## config.mk

```make
export PLATFORM = sky130hd
export DESIGN_NAME = flex_counter_updn
export DESIGN_NICKNAME = d
export VERILOG_FILES = /design/src/rtl/flex_counter_updn.sv
export SDC_FILE = /design/constraint.sdc
export NUM_CORES = 1
export LEC_CHECK = 0
export CAP_MARGIN = 30
export CORE_MARGIN = 4
export CORE_UTILIZATION = 35
export CTS_BUF_LIST = sky130_fd_sc_hd__clkbuf_8
export DETAILED_ROUTE_END_ITERATION = 8
export PLACE_DENSITY = 0.62
export SYNTH_ARGS = -nofsm -noshare
export SYNTH_HDL_FRONTEND = slang
export SYNTH_SLANG_ARGS = --single-unit
```

## constraint.sdc

```tcl
create_clock -name clk -period 2.83 [get_ports clk]
set_clock_uncertainty 0.05 [all_clocks]
set_input_delay 0.566 -clock clk [delete_from_list [all_inputs] [get_ports clk]]
set_output_delay 0.566 -clock clk [all_outputs]
set_load 0.05 [all_outputs]
```

## src/rtl/flex_counter_updn.sv

```systemverilog
// Up/down flexible counter with parallel load, saturate/wrap mode, midpoint strobe
// and a saturating wrap-event counter; every output is registered.
module flex_counter_updn #(
  parameter int NUM_CNT_BITS  = 4,
  parameter int WRAP_CNT_BITS = 4
) (
  input  logic                     clk,
  input  logic                     n_rst,
  input  logic                     clear,
  input  logic                     count_enable,
  input  logic                     dir,
  input  logic                     sat_mode,
  input  logic                     load,
  input  logic [NUM_CNT_BITS-1:0]  load_val,
  input  logic [NUM_CNT_BITS-1:0]  rollover_val,
  output logic [NUM_CNT_BITS-1:0]  count_out,
  output logic                     rollover_flag,
  output logic                     half_flag,
  output logic                     wrap_pulse,
  output logic [WRAP_CNT_BITS-1:0] wrap_count
);

  localparam logic [NUM_CNT_BITS-1:0]  CNT_ZERO  = {NUM_CNT_BITS{1'b0}};
  localparam logic [NUM_CNT_BITS-1:0]  CNT_ONE   = {{(NUM_CNT_BITS-1){1'b0}}, 1'b1};
  localparam logic [NUM_CNT_BITS:0]    MID_ONE   = {{NUM_CNT_BITS{1'b0}}, 1'b1};
  localparam logic [WRAP_CNT_BITS-1:0] WRAP_ZERO = {WRAP_CNT_BITS{1'b0}};
  localparam logic [WRAP_CNT_BITS-1:0] WRAP_ONE  = {{(WRAP_CNT_BITS-1){1'b0}}, 1'b1};
  localparam logic [WRAP_CNT_BITS-1:0] WRAP_MAX  = {WRAP_CNT_BITS{1'b1}};

  logic [NUM_CNT_BITS-1:0]  count_r;
  logic                     rollover_r;
  logic                     half_r;
  logic                     wrap_pulse_r;
  logic [WRAP_CNT_BITS-1:0] wrap_count_r;

  logic [NUM_CNT_BITS-1:0]  term_s;
  logic [NUM_CNT_BITS-1:0]  start_s;
  logic [NUM_CNT_BITS:0]    mid_s;
  logic                     r_zero_s;
  logic [NUM_CNT_BITS-1:0]  next_count_s;
  logic                     write_s;
  logic                     wrap_s;
  logic                     next_rollover_s;
  logic                     next_half_s;

  // Terminal, restart and midpoint values for the current direction and period
  always_comb begin
    term_s   = dir ? CNT_ONE : rollover_val;
    start_s  = dir ? rollover_val : CNT_ONE;
    mid_s    = ({1'b0, rollover_val} + MID_ONE) >> 1;
    r_zero_s = (rollover_val == CNT_ZERO);
  end

  // Next-count selection: load beats enable; R=0 pins the count at zero
  always_comb begin
    next_count_s = count_r;
    write_s      = 1'b0;
    wrap_s       = 1'b0;
    if (load) begin
      write_s      = 1'b1;
      next_count_s = r_zero_s ? CNT_ZERO : load_val;
    end else if (count_enable) begin
      write_s = 1'b1;
      if (r_zero_s) begin
        next_count_s = CNT_ZERO;
      end else if ((count_r == CNT_ZERO) || (count_r > rollover_val)) begin
        next_count_s = start_s;
      end else if (count_r == term_s) begin
        if (sat_mode) begin
          next_count_s = count_r;
        end else begin
          next_count_s = start_s;
          wrap_s       = 1'b1;
        end
      end else if (dir) begin
        next_count_s = count_r - CNT_ONE;
      end else begin
        next_count_s = count_r + CNT_ONE;
      end
    end else begin
      next_count_s = count_r;
    end
    next_rollover_s = !r_zero_s && (next_count_s == term_s);
    next_half_s     = !r_zero_s && ({1'b0, next_count_s} == mid_s);
  end

  // State update; flags are only recomputed when the count is written
  always_ff @(posedge clk) begin
    if (!n_rst || clear) begin
      count_r      <= CNT_ZERO;
      rollover_r   <= 1'b0;
      half_r       <= 1'b0;
      wrap_pulse_r <= 1'b0;
      wrap_count_r <= WRAP_ZERO;
    end else if (write_s) begin
      count_r      <= next_count_s;
      rollover_r   <= next_rollover_s;
      half_r       <= next_half_s;
      wrap_pulse_r <= wrap_s;
      if (wrap_s && (wrap_count_r != WRAP_MAX)) begin
        wrap_count_r <= wrap_count_r + WRAP_ONE;
      end
    end else begin
      wrap_pulse_r <= 1'b0;
    end
  end

  assign count_out     = count_r;
  assign rollover_flag = rollover_r;
  assign half_flag     = half_r;
  assign wrap_pulse    = wrap_pulse_r;
  assign wrap_count    = wrap_count_r;

endmodule

```

# Yosys cells after proc, flatten, opt, wreduce, memory -nomap -nowiden
# Index checks and enable logic that the tools add are counted.
# Widths: inputs -> output; s select.
totals:
  reg_bits: 11
  word_cells: 44
classes:
  add_sub_neg: 4
  order_cmp: 1
  n_eq_ne: 4
  muxes: 18
  bitwise_logic: 1
  n_reduce_logical: 11
ops:
  columns: ["op", "n"]
  rows:
  - ["$mux 4", 10]
  - ["$eq 4x4->1", 3]
  - ["$add 4x1->4 const B", 2]
  - ["$logic_not 4->1", 2]
  - ["$mux 1", 8]
  - ["$add 4x1->5 const B", 1]
  - ["$gt 4x4->1", 1]
  - ["$ne 4x4->1 const B", 1]
  - ["$sub 4x1->4 const B", 1]
  - ["$logic_and 1x1->1", 3]
  - ["$logic_not 1->1", 2]
  - ["$logic_or 1x1->1", 2]
  - ["$reduce_and 2->1", 1]
  - ["$reduce_or 2->1", 1]
  - ["$not 1->1", 1]

# Longest topological paths before layout
# Gate-level depths: netlist of the first run.
depth:
  ltp_word: 9
  ltp_mapped: 11

# Least setup slack after synthesis of the first run
# Ideal clock, no wire load.
synth_timing:
  path_type: "register -> register"
  startpoint: "register count_r[0], in the netlist count_out[0]"
  endpoint: "register rollover_r, in the netlist rollover_flag"
  setup_time_ns: 0.075
  t_arrival_ns: 2.775
  required_time_ns: 2.705
  setup_slack_ns: -0.070
  stages_incl_launch_ff: 12
  synth_period_minus_slack_ns: 2.900
  cell_sequence: "dfxtp_1 > buf_6 > inv_1 > ha_1 > nor2b_1 > o211ai_1 > a21oi_1 > o2111ai_1 > o211a_4 > o31a_1 > a221o_1 > a22oi_2"
synth_between:
  elab_chain_cells: 9
synth_lines:
  columns: ["element", "line_no", "rtl"]
  rows:
  - ["from (decl)", "30", "logic [NUM_CNT_BITS-1:0] count_r;"]
  - ["from (signal assigned)", "96", "count_r <= next_count_s;"]
  - ["$add 4x1->4 / $sub 4x1->4 (equally long branches)", "78, 76", null]
  - ["$mux 4", "75", "end else if (dir) begin"]
  - ["$mux 4", "68", "end else if (count_r == term_s) begin"]
  - ["$mux 4", "66", "end else if ((count_r == CNT_ZERO) || (count_r > rollover_val)) begin"]
  - ["$mux 4", "64", "if (r_zero_s) begin"]
  - ["$mux 4 (*)", "62", "end else if (count_enable) begin"]
  - ["$mux 4 (*)", "59", "if (load) begin"]
  - ["$eq 4x4->1 (*)", "83", "next_rollover_s = !r_zero_s && (next_count_s == term_s);"]
  - ["$logic_and 1x1->1 (*)", "83", null]
  - ["to (signal assigned)", "97", "rollover_r <= next_rollover_s;"]
  - ["to (decl)", "31", "logic rollover_r;"]
# Every way passes the cells marked *; elsewhere a longest branch is shown, timed or not.
# A chain may end at the register's enable or synchronous reset.

# Final worst setup path of the first run
# Same ends and word-level chain as after synthesis.

==> results of run 1 <==
worst max path at each step:
stage          slack (ns)       endpoint             from
2_1_floorplan        0.01  rollover_flag              dir
3_3_place_gp        -0.45      half_flag  rollover_val[0]
3_5_place_dp        -0.55      half_flag  rollover_val[1]
4_1_cts              0.02  rollover_flag              dir
5_1_grt             -0.04  rollover_flag     count_out[0]
6_report             0.05  rollover_flag     count_out[0]
cell usage after synthesis, drive strengths merged, types with 3 or more instances:
library cell,count,area share
dfxtp,11,0.16
o211ai,6,0.032
inv,9,0.024
xnor2,8,0.050
a22oi,3,0.023
a21oi,7,0.025
ha,9,0.081
nand2,8,0.022
buf,8,0.054
o21ai,4,0.014
nor2,19,0.051
nand3,8,0.029
o32ai,3,0.019
nor2b,4,0.018
a221oi,3,0.028
mux2i,4,0.029
a21o,4,0.023
a31oi,4,0.018
xor2,4,0.025
nor3b,5,0.031
and2,3,0.015
o2111ai,3,0.019
cell families (layout without fill, tap and decap cells):
group / count (synthesis) / after routing / synth area share
AO/OA/AOI/OAI: 55 / 55 / 0.323
XOR/XNOR: 12 / 12 / 0.0755
adder cells (fa/ha/maj): 10 / 10 / 0.0953
buffers and inverters: 18 / 89 / 0.0881
flip-flops: 11 / 11 / 0.158
multiplexers: 4 / 4 / 0.0288
AND/OR/NAND/NOR: 60 / 60 / 0.231
power by group through the flow:
stage | clock network, mW | logic, mW | registers, mW
after global placement | 0 | 0.265 | 0.168
after floorplan | 0 | 0.147 | 0.179
final | 0.155 | 0.322 | 0.166
after CTS | 0.161 | 0.302 | 0.166
after global routing | 0.168 | 0.347 | 0.167
after detailed placement | 0 | 0.270 | 0.169
critical path, cell delays in order (launching register included):
cell and delay (ns):
dfxtp_2 0.37, or4_4 0.52, o32a_4 0.25, a22oi_2 0.23, mux2i_2 0.36, buf_4 0.17
o2111ai_2 0.12, o31a_1 0.14, a221o_1 0.34, a22oi_2 0.14
layer usage:
layer / wire length (µm) / vias up / track usage / part of all wire
li1: - / 789 / - / -
met1: 2020 / 772 / 0.223 / 0.42
met2: 2520 / 57 / 0.350 / 0.52
met3: 228 / 12 / 0.0227 / 0.047
met4: 87 / 0 / 0.0543 / 0.018
met5: 0 / - / 0 / 0
registers in the layout, indices dropped and copies added (netlist names):
register	cells
count_out	4
half_flag	1
rollover_flag	1
wrap_count	4
wrap_pulse	1
area by class of cell:
class / count / area (µm²)
inverters: 9 / 33.8
flip-flops and latches: 11 / 224
clock inverters: 1 / 3.75
multi-input cells: 141 / 1230
well taps: 48 / 60.1
fillers: 359 / 1530
clock buffers: 3 / 41.3
repair buffers: 76 / 621
repair_timing:
item                       4_1_cts  5_1_grt
setup endpoints to repair        7        3
pin swaps                       10       16
hold buffers                     0        0
resized for setup               25       17
setup buffers                    5        3
==> out/qor.txt, run 1 <==
Run status = completed
Slew margin rel. = 0.664
WL/cell = 16.8 µm
Fmax = 360 MHz
Tot Pwr = 0.643 mW
Gpl congestion = 0.950
Yosys Warn Count = 0
Commonest non-fill, non-tap cell in the layout = buf_4
Ports = 26
Hold Fails Final Rpt = 0
Pwr per Cell Area = 291 nW/µm²
CTS Sinks = 11
Post-route insts no fill = 289
Hold Path Origin = half_flag
Crit path DAT = 2.89 ns
Startpoint Class = flop
Worst-Margin Slew = 0.502 ns
Cell area after layout = 2210 µm²
Async set or reset register ratio after synthesis = 0
Final worst setup slack = 0.0534 ns
Fin nets = 267
Period utilization = 0.981
Clk_lat worst skew = 0.24 ns
Pleak = 0.904 nW
DRC errors left = 0
Dpl cells = 278
I/O Buffers = 25
First-pass GRT wire length = 7730 µm
Detailed Route WL = 4860 µm
Distinct cell type count after synthesis = 56
Vias in the first global route = 1649
Switching Fraction = 0.358
Min Hold Slack = 0.484 ns
Die area = 5050 µm²
DR iter-0 viols = 74
DR vias/cell = 5.64
Reg-to-Reg Start = count_out[0]
Num rows = 22
TritonCTS buffer count = 3
R2R cell count = 9
Sw Pwr = 0.230 mW
ANT cells = 0
Synthesized area = 1390 µm²
Clk Tree Root Cell = clkbuf_8
Clock Path Buffers = 2
Pre-CTS setup slack = -0.550 ns
Tot GR Track Use = 0.188
Die span in y = 71.1 µm
Core ar. = 3740 µm²
Syn Inst Count = 170
Detail Route Antenna Nets = 0
Vias = 1630
Largest net degree at the start of global routing = 12
Post-synth EDFFs = 0
Mapped Avg Cell Area = 8.18 µm²
Area of placed instances = 1950 µm²
Top_reg_cell synth = dfxtp_1
Layout Utilization = 0.591
Total Neg Setup Slack = 0 ns
Synthesis-to-layout area growth = 59.0%
Crit-path max FO = 8
Reg power frac = 0.259
Clk slew on worst S/H paths = 0.05 ns
Min Tclk post-route = 2.78 ns
Clock group share of total power = 0.241
Post-synthesis register bit count = 11
Mapped Nets = 195
Remaining Overflow, GRT = 0
Cell Int Power = 0.413 mW
Req. time, crit path = 2.94 ns
Max-cap viol count = 0
Worst Hold Depth = 2
Layout cells sized above 1 = 0.394
Initial antenna violation count = 0
Worst Hold End = half_flag
H-Tree Depth = 1
Peak VDD IR = 195 µV
Dpl hpwl = 3580 µm
Sequential fraction of the synthesis area = 0.158
Starting Density = 0.372
Pre-antenna DRT Iters = 4
CTS tree = yes
Comb power frac = 0.500
Critical path endpoint category = flop
R2r endpoint = rollover_flag
Most frequent cells in the layout = buf_4 (49), clkdlybuf4s50_1 (20), nor2_1 (18)
Chip width = 71.1 µm
Reg-to-reg slack, setup = 0.05 ns
CP Class = flop to flop
Finish-stage setup viols = 0
HP Class = flop to flop
Fin. max-slew vios = 0
No activity file was read; power rests on OpenSTA's default activity.
==> run 2: changes to the inputs <==
Settings changed: HOLD_SLACK_MARGIN set to 0.08.
==> results of run 2 <==
The final DEF is identical to that of run 1; final timing and power are the same.
